$ cat src/rtl/aes_pkg.sv
// Shared AES byte-stream definitions: byte width, block size and destination encodings.
package aes_pkg;

  localparam int BYTE_W          = 8;
  localparam int AES_BLOCK_BYTES = 16;

  localparam logic DEST_CIPHER = 1'b0;
  localparam logic DEST_INV    = 1'b1;

  typedef logic [BYTE_W-1:0] byte_t;

  // Index of the final byte in a block, sized to the block counter.
  function automatic logic [$clog2(AES_BLOCK_BYTES)-1:0] lastIndex(input int blockBytes);
    return ($clog2(AES_BLOCK_BYTES))'(blockBytes - 1);
  endfunction

endpackage

$ cat src/rtl/byte_fifo.sv
// Small byte FIFO with push/full and pop/empty handshakes; the head output holds the last
// popped byte while the FIFO is empty so consumers never see undefined data.
module byte_fifo
  import aes_pkg::*;
#(
  parameter int DEPTH = 4
) (
  input  logic  clk,
  input  logic  rst_n,
  input  logic  push_i,
  input  byte_t pushData_i,
  input  logic  pop_i,
  output logic  full_o,
  output logic  empty_o,
  output byte_t data_o
);

  localparam int PTR_W = $clog2(DEPTH);

  logic [PTR_W-1:0] wrPtr_q, rdPtr_q;
  logic [PTR_W:0]   count_q, count_d;
  byte_t            mem_q [DEPTH];
  byte_t            last_q;
  logic             doPush, doPop;

  assign full_o  = (count_q == (PTR_W + 1)'(DEPTH));
  assign empty_o = (count_q == '0);
  assign doPush  = push_i && !full_o;
  assign doPop   = pop_i && !empty_o;
  assign data_o  = empty_o ? last_q : mem_q[rdPtr_q];

  always_comb begin
    count_d = count_q;
    case ({doPush, doPop})
      2'b10:   count_d = count_q + 1'b1;
      2'b01:   count_d = count_q - 1'b1;
      default: count_d = count_q;
    endcase
  end

  always_ff @(posedge clk or negedge rst_n) begin
    if (!rst_n) begin
      wrPtr_q <= '0;
      rdPtr_q <= '0;
      count_q <= '0;
      last_q  <= '0;
    end else begin
      count_q <= count_d;
      if (doPush) wrPtr_q <= wrPtr_q + 1'b1;
      if (doPop) begin
        rdPtr_q <= rdPtr_q + 1'b1;
        last_q  <= mem_q[rdPtr_q];
      end
    end
  end

  // Storage needs no reset: an entry is only read after it has been written.
  always_ff @(posedge clk) begin
    if (doPush) mem_q[wrPtr_q] <= pushData_i;
  end

endmodule

$ cat src/rtl/byte_dispatch.sv
// Steers one byte stream to one of two FIFO-backed outputs, latching the destination per block.
// Optional BYTE_DISPATCH_ABORT_EN adds Abort/BlockAborted to cut a block short.
module byte_dispatch
  import aes_pkg::*;
#(
  parameter int BLOCK_BYTES = AES_BLOCK_BYTES,
  parameter int FIFO_DEPTH  = 4
) (
  input  logic  Clock,
  input  logic  Reset_n,
  input  logic  Select,
  input  byte_t InputByte,
  input  logic  InputByteReady,
  output logic  InputAccept,
  output byte_t OutputByte1,
  output logic  OutputByteReady1,
  input  logic  OutputAccept1,
  output byte_t OutputByte2,
  output logic  OutputByteReady2,
  input  logic  OutputAccept2,
`ifdef BYTE_DISPATCH_ABORT_EN
  input  logic  Abort,
  output logic  BlockAborted,
`endif
  output logic  BlockActive,
  output logic  BlockDest
);

  localparam int CNT_W = $clog2(BLOCK_BYTES);

  logic [CNT_W-1:0] count_q, count_d;
  logic             dest_q, dest_d;
  logic             effDest, accepted;
  logic             full1, full2, empty1, empty2;
  logic             push1, push2;
`ifdef BYTE_DISPATCH_ABORT_EN
  logic             aborted_q, aborted_d;
`endif

  // Select only matters at a block boundary; mid-block the latched destination rules.
  assign effDest     = (count_q == '0) ? Select : dest_q;
  assign InputAccept = (effDest == DEST_INV) ? !full2 : !full1;
  assign accepted    = InputByteReady && InputAccept;
  assign push1       = accepted && (effDest == DEST_CIPHER);
  assign push2       = accepted && (effDest == DEST_INV);

  assign BlockActive = (count_q != '0);
  assign BlockDest   = dest_q;

  assign OutputByteReady1 = !empty1;
  assign OutputByteReady2 = !empty2;

  always_comb begin
    count_d = count_q;
    dest_d  = dest_q;
    if (accepted) begin
      if (count_q == '0) dest_d = Select;
      count_d = (count_q == CNT_W'(BLOCK_BYTES - 1)) ? '0 : count_q + 1'b1;
    end
`ifdef BYTE_DISPATCH_ABORT_EN
    aborted_d = Abort && (count_q != '0);
    if (Abort) count_d = '0;
`endif
  end

  always_ff @(posedge Clock or negedge Reset_n) begin
    if (!Reset_n) begin
      count_q <= '0;
      dest_q  <= DEST_CIPHER;
`ifdef BYTE_DISPATCH_ABORT_EN
      aborted_q <= 1'b0;
`endif
    end else begin
      count_q <= count_d;
      dest_q  <= dest_d;
`ifdef BYTE_DISPATCH_ABORT_EN
      aborted_q <= aborted_d;
`endif
    end
  end

`ifdef BYTE_DISPATCH_ABORT_EN
  assign BlockAborted = aborted_q;
`endif

  byte_fifo #(.DEPTH(FIFO_DEPTH)) u_fifo1 (
    .clk        (Clock),
    .rst_n      (Reset_n),
    .push_i     (push1),
    .pushData_i (InputByte),
    .pop_i      (OutputAccept1),
    .full_o     (full1),
    .empty_o    (empty1),
    .data_o     (OutputByte1)
  );

  byte_fifo #(.DEPTH(FIFO_DEPTH)) u_fifo2 (
    .clk        (Clock),
    .rst_n      (Reset_n),
    .push_i     (push2),
    .pushData_i (InputByte),
    .pop_i      (OutputAccept2),
    .full_o     (full2),
    .empty_o    (empty2),
    .data_o     (OutputByte2)
  );

endmodule

$ cat config.mk
export PLATFORM = sky130hd
export DESIGN_NAME = byte_dispatch
export DESIGN_NICKNAME = d
export VERILOG_FILES = /design/src/rtl/aes_pkg.sv /design/src/rtl/byte_fifo.sv /design/src/rtl/byte_dispatch.sv
export SDC_FILE = /design/constraint.sdc
export NUM_CORES = 1
export LEC_CHECK = 0
export BUFFER_PORTS_ARGS = -buffer_cell sky130_fd_sc_hd__buf_2
export CAP_MARGIN = 10
export CORE_ASPECT_RATIO = 0.8
export CORE_MARGIN = 1.5
export CORE_UTILIZATION = 56
export CTS_BUF_LIST = sky130_fd_sc_hd__clkbuf_4
export DETAILED_ROUTE_END_ITERATION = 8
export GPL_TIMING_DRIVEN = 0
export MAX_ROUTING_LAYER = met4
export PLACE_DENSITY = 0.88
export SETUP_SLACK_MARGIN = 0.2
export SYNTH_ARGS = -nofsm -noshare
export SYNTH_HDL_FRONTEND = slang
export SYNTH_SLANG_ARGS = --single-unit
$ cat constraint.sdc
create_clock -name Clock -period 2.33 [get_ports Clock]
set_input_delay 0.3495 -clock Clock [delete_from_list [all_inputs] [get_ports Clock]]
set_output_delay 0.3495 -clock Clock [all_outputs]
set_load 0.02 [all_outputs]
==> summary.md <==
| Metric | Value |
|---|---|
| Status | finished, violations left |
| Violated checks | hold timing, setup timing |
| Seq pwr share | 35.0% |
| Compound-cell area share of the yosys netlist | 1.03% |
| Worst Hold Class | input pin to asynchronous set/reset pin |
| Setup crit end kind | flip-flop |
| Count of warnings emitted by yosys | 0 |
| Most frequent cells in the layout | edfxtp_1, dfrtp_1, buf_6 |
| Net Sw Power | 2.67 mW |
| Crit path kind | flip-flop to flip-flop |
| Pwr Density | 1440 mW/mm^2 |
| Commonest non-fill, non-tap cell in the layout | edfxtp_1 |
| Placement row count | 28 |
| Clock Tree Buf Depth | 2 |
| Adder-Cell Fraction of Synth Area | 4.47% |
| Final std cells w/o fill | 429 |
| Largest net degree at the start of global routing | 36 |
| DR pass1 iterations | 4 |
| Vias per inst | 5.50 |
| Setup violations, final | 8 |
| Netlist cell types | 29 |
| R2r startpoint | count_q[0] |
| Root Buffer | clkbuf_4 |
| Worst-path maximum fanout | 2 |
| Largest family of logic cells by synthesized area | multiplexers |
| Total number of vias | 2358 |
| Share of layout cells above drive strength 1 | 50.8% |
| Area Growth Syn to Fin | 24.3% |
| H-tree depth reported by CTS | 3 |
| Storage cell area | 0.00280 sq mm |
| Internal Pwr Total | 4.97 mW |
| Initial DRC Count | 74 |
| Worst endpoint required time | 2.66 ns |
| Post-route cell area | 0.00529 sq mm |
| Comb power frac | 52.7% |
| WL/cell | 18.8 um |
| First-pass GRT wire length | 12500 um |
| Multi-input logic area | 0.00155 sq mm |
| Vias in the first global route | 2558 |
| MaxCap Viol Count | 0 |
| Filler cell count | 427 |
| Width of the die | 100 um |
| CTS tree | yes |
| Critical path arrival | 2.84 ns |
| Post-synthesis xor/xnor area fraction | 2.67% |
| Core Box Area | 0.00739 sq mm |
| Sw Ratio | 34.9% |
| Leakage | 2.11 nW |
| Share of the synthesized area in the top cell type | 45.1% |
| Slew Limit Fails | 0 |
| Worst-path clk slew | 0.17 ns |
| Post-synthesis mux area share | 19.5% |
| Clk network pwr share | 12.3% |
| GPL Wtd Cong | 0.703 |
| # clock sinks | 99 |
| Total track usage | 21.7% |
| Total congestion overflow | 0 |
| I/O Buffers | 34 |
| RSZ-0062 raised after global routing | yes |
| Synth Net Count | 275 |
| Final min period | 2.52 ns |
| Cells after synthesis | 247 |
| Sequential fraction of the synthesis area | 65.7% |
| Worst-skew pair later-pin latency | 0.44 ns |
| CP startpoint kind | flip-flop |
| Setup crit start | count_q[0] |
| Mean Syn Cell Area | 17.2 sq um |
| Nets | 346 |
| Setup_tns | -0.917 ns |
| ANT nets after route | 0 |
| Synth Register Bits | 99 |
| Pwr Total | 7.63 mW |
| Residual DRC | 0 |
| Hpwl dp | 5010 um |
| WHS | -0.0166 ns |
| IO Count | 35 |
| Total CTS buffers | 9 |
| Max Fclk | 398 MHz |
| Die extent in y | 81.0 um |
| Clock Skew | 0.0266 ns |
| Placement-stage cell area | 0.00461 sq mm |
| Largest cells by area after synthesis | edfxtp_1, dfrtp_1, mux2_2, mux4_2, ha_1 |
| Peak supply drop | 0.970 mV |
| Post-route setup slack | -0.185 ns |
| Drt total wl | 8050 um |
| Simple-gate share of the synthesized area | 4.29% |
| Initial antenna violation count | 0 |
| Die footprint | 0.00814 sq mm |
| Slew headroom | 43.8% |
| Initial core utilization | 57.6% |
| Pin slew with the least headroom to its limit | 0.842 ns |
| Area leader, netlist | edfxtp_1 |
| Placed insts | 386 |
| Final worst-path cycle share | 108% |
| Mapped Area | 0.00426 sq mm |
| Final hold viol count | 11 |
[cell usage after synthesis]
library cell and n:
mux4_2 16, o21a_1 1, a21oi_1 1, nor3b_1 2
nand2_1 6, edfxtp_1 64, a32o_1 1, nor3b_2 1
xnor2_1 7, mux2i_2 1, and2_1 2, mux2_2 34
and3_1 8, a31oi_1 1, ha_1 12, inv_1 16
buf_2 6, or3_1 2, nor3_2 1, clkbuf_1 2
nor2_1 6, fa_1 2, dfrtp_1 35, nand3_1 1
o21ai_0 3, xor2_1 6, mux2i_1 3, nor3_1 4
mux2_4 3
[cell type report]
| cell class | count | share of cell area (%) |
|---|---|---|
| timing repair buffer | 60 | 10.0 |
| buffer | 8 | 1.39 |
| antenna | 1 | 0.0473 |
| clock inverter | 7 | 1.54 |
| inverter | 16 | 1.13 |
| sequential | 99 | 52.9 |
| tap | 105 | 2.48 |
| multi-input combinational | 124 | 29.2 |
| clock buffer | 9 | 1.28 |
[worst paths after layout]
kind                                            end  slack, ns  depth (start not counted)
worst max register to register   u_fifo1.count_q[2]      -0.19                         13
worst min-delay path              u_fifo1.last_q[7]      -0.02                          1
min in group Clock              u_fifo1.mem_q[3][3]       0.18                          1
max in group asynchronous        u_fifo1.count_q[0]       1.76                          1
worst min register to register   u_fifo1.count_q[2]       0.50                          1
worst max-delay path             u_fifo1.count_q[2]      -0.19                         13
[stage by stage]
stage | worst slack, ns | utilization, % | hold WS [ns]
floorplan | -0.124 | - | 0.0539
global placement | -0.291 | 62.3 | 0.464
detailed placement | -0.322 | 62.3 | 0.484
CTS | -0.233 | 70.3 | 0.00380
global route | -0.267 | 71.6 | 0.0253
finish | -0.185 | 71.6 | -0.0166
[state kept, by name, summed over array words and instances, names as in the netlist]
signal / cells
u_fifo1.mem_q: 32
u_fifo2.mem_q: 32
u_fifo1.last_q: 8
u_fifo2.last_q: 8
count_q: 4
u_fifo1.count_q: 3
u_fifo2.count_q: 3
u_fifo1.rdPtr_q: 2
u_fifo1.wrPtr_q: 2
u_fifo2.rdPtr_q: 2
u_fifo2.wrPtr_q: 2
BlockDest: 1
[critical path, cell delays in order (launching register included)]
cell,delay (ns)
dfrtp_1,0.44
inv_2,0.09
ha_4,0.12
nor3b_4,0.27
buf_4,0.17
mux2_4,0.31
nor3_4,0.15
inv_2,0.08
ha_4,0.16
inv_2,0.05
fa_2,0.19
xor2_1,0.16
nor2_1,0.08
xor2_1,0.14
[power groups by stage]
stage                     registers (mW)  clock network, mW  logic (mW)
after floorplan                     2.61                  0        2.19
after detailed placement            2.68                  0        2.84
after global routing                2.72               1.02        4.32
after global placement              2.63                  0        2.73
after CTS                           2.67              0.947        3.85
final                               2.67              0.936        4.02
[what timing repair did]
action                                  CTS  global route
endpoints found under the setup margin   65            80
hold buffers                              0             0
gates resized for setup                  82            21
pin swaps                                 9             9
cloned                                    2             0
setup buffers                            19             5
[layer usage]
metal | global-route usage (%) | share of wire [%] | vias to the layer above
met3 | 5.59 | 4.0 | 8
li1 | - | - | 1066
met5 | - | 0 | -
met2 | 38.5 | 55 | 55
met1 | 24.8 | 40 | 1229
met4 | 6.06 | 0.81 | 0
[logic make-up after synthesis]
| logic type | Yosys count |
|---|---|
| buffers and inverters | 24 |
| and+or+nand+nor | 33 |
| AOI/OAI and AO/OA | 7 |
| muxes | 57 |
| DFF | 99 |
| xor gates and xnor gates | 13 |
| adders and majority gates | 14 |
Power figures use the tool's default switching activity.
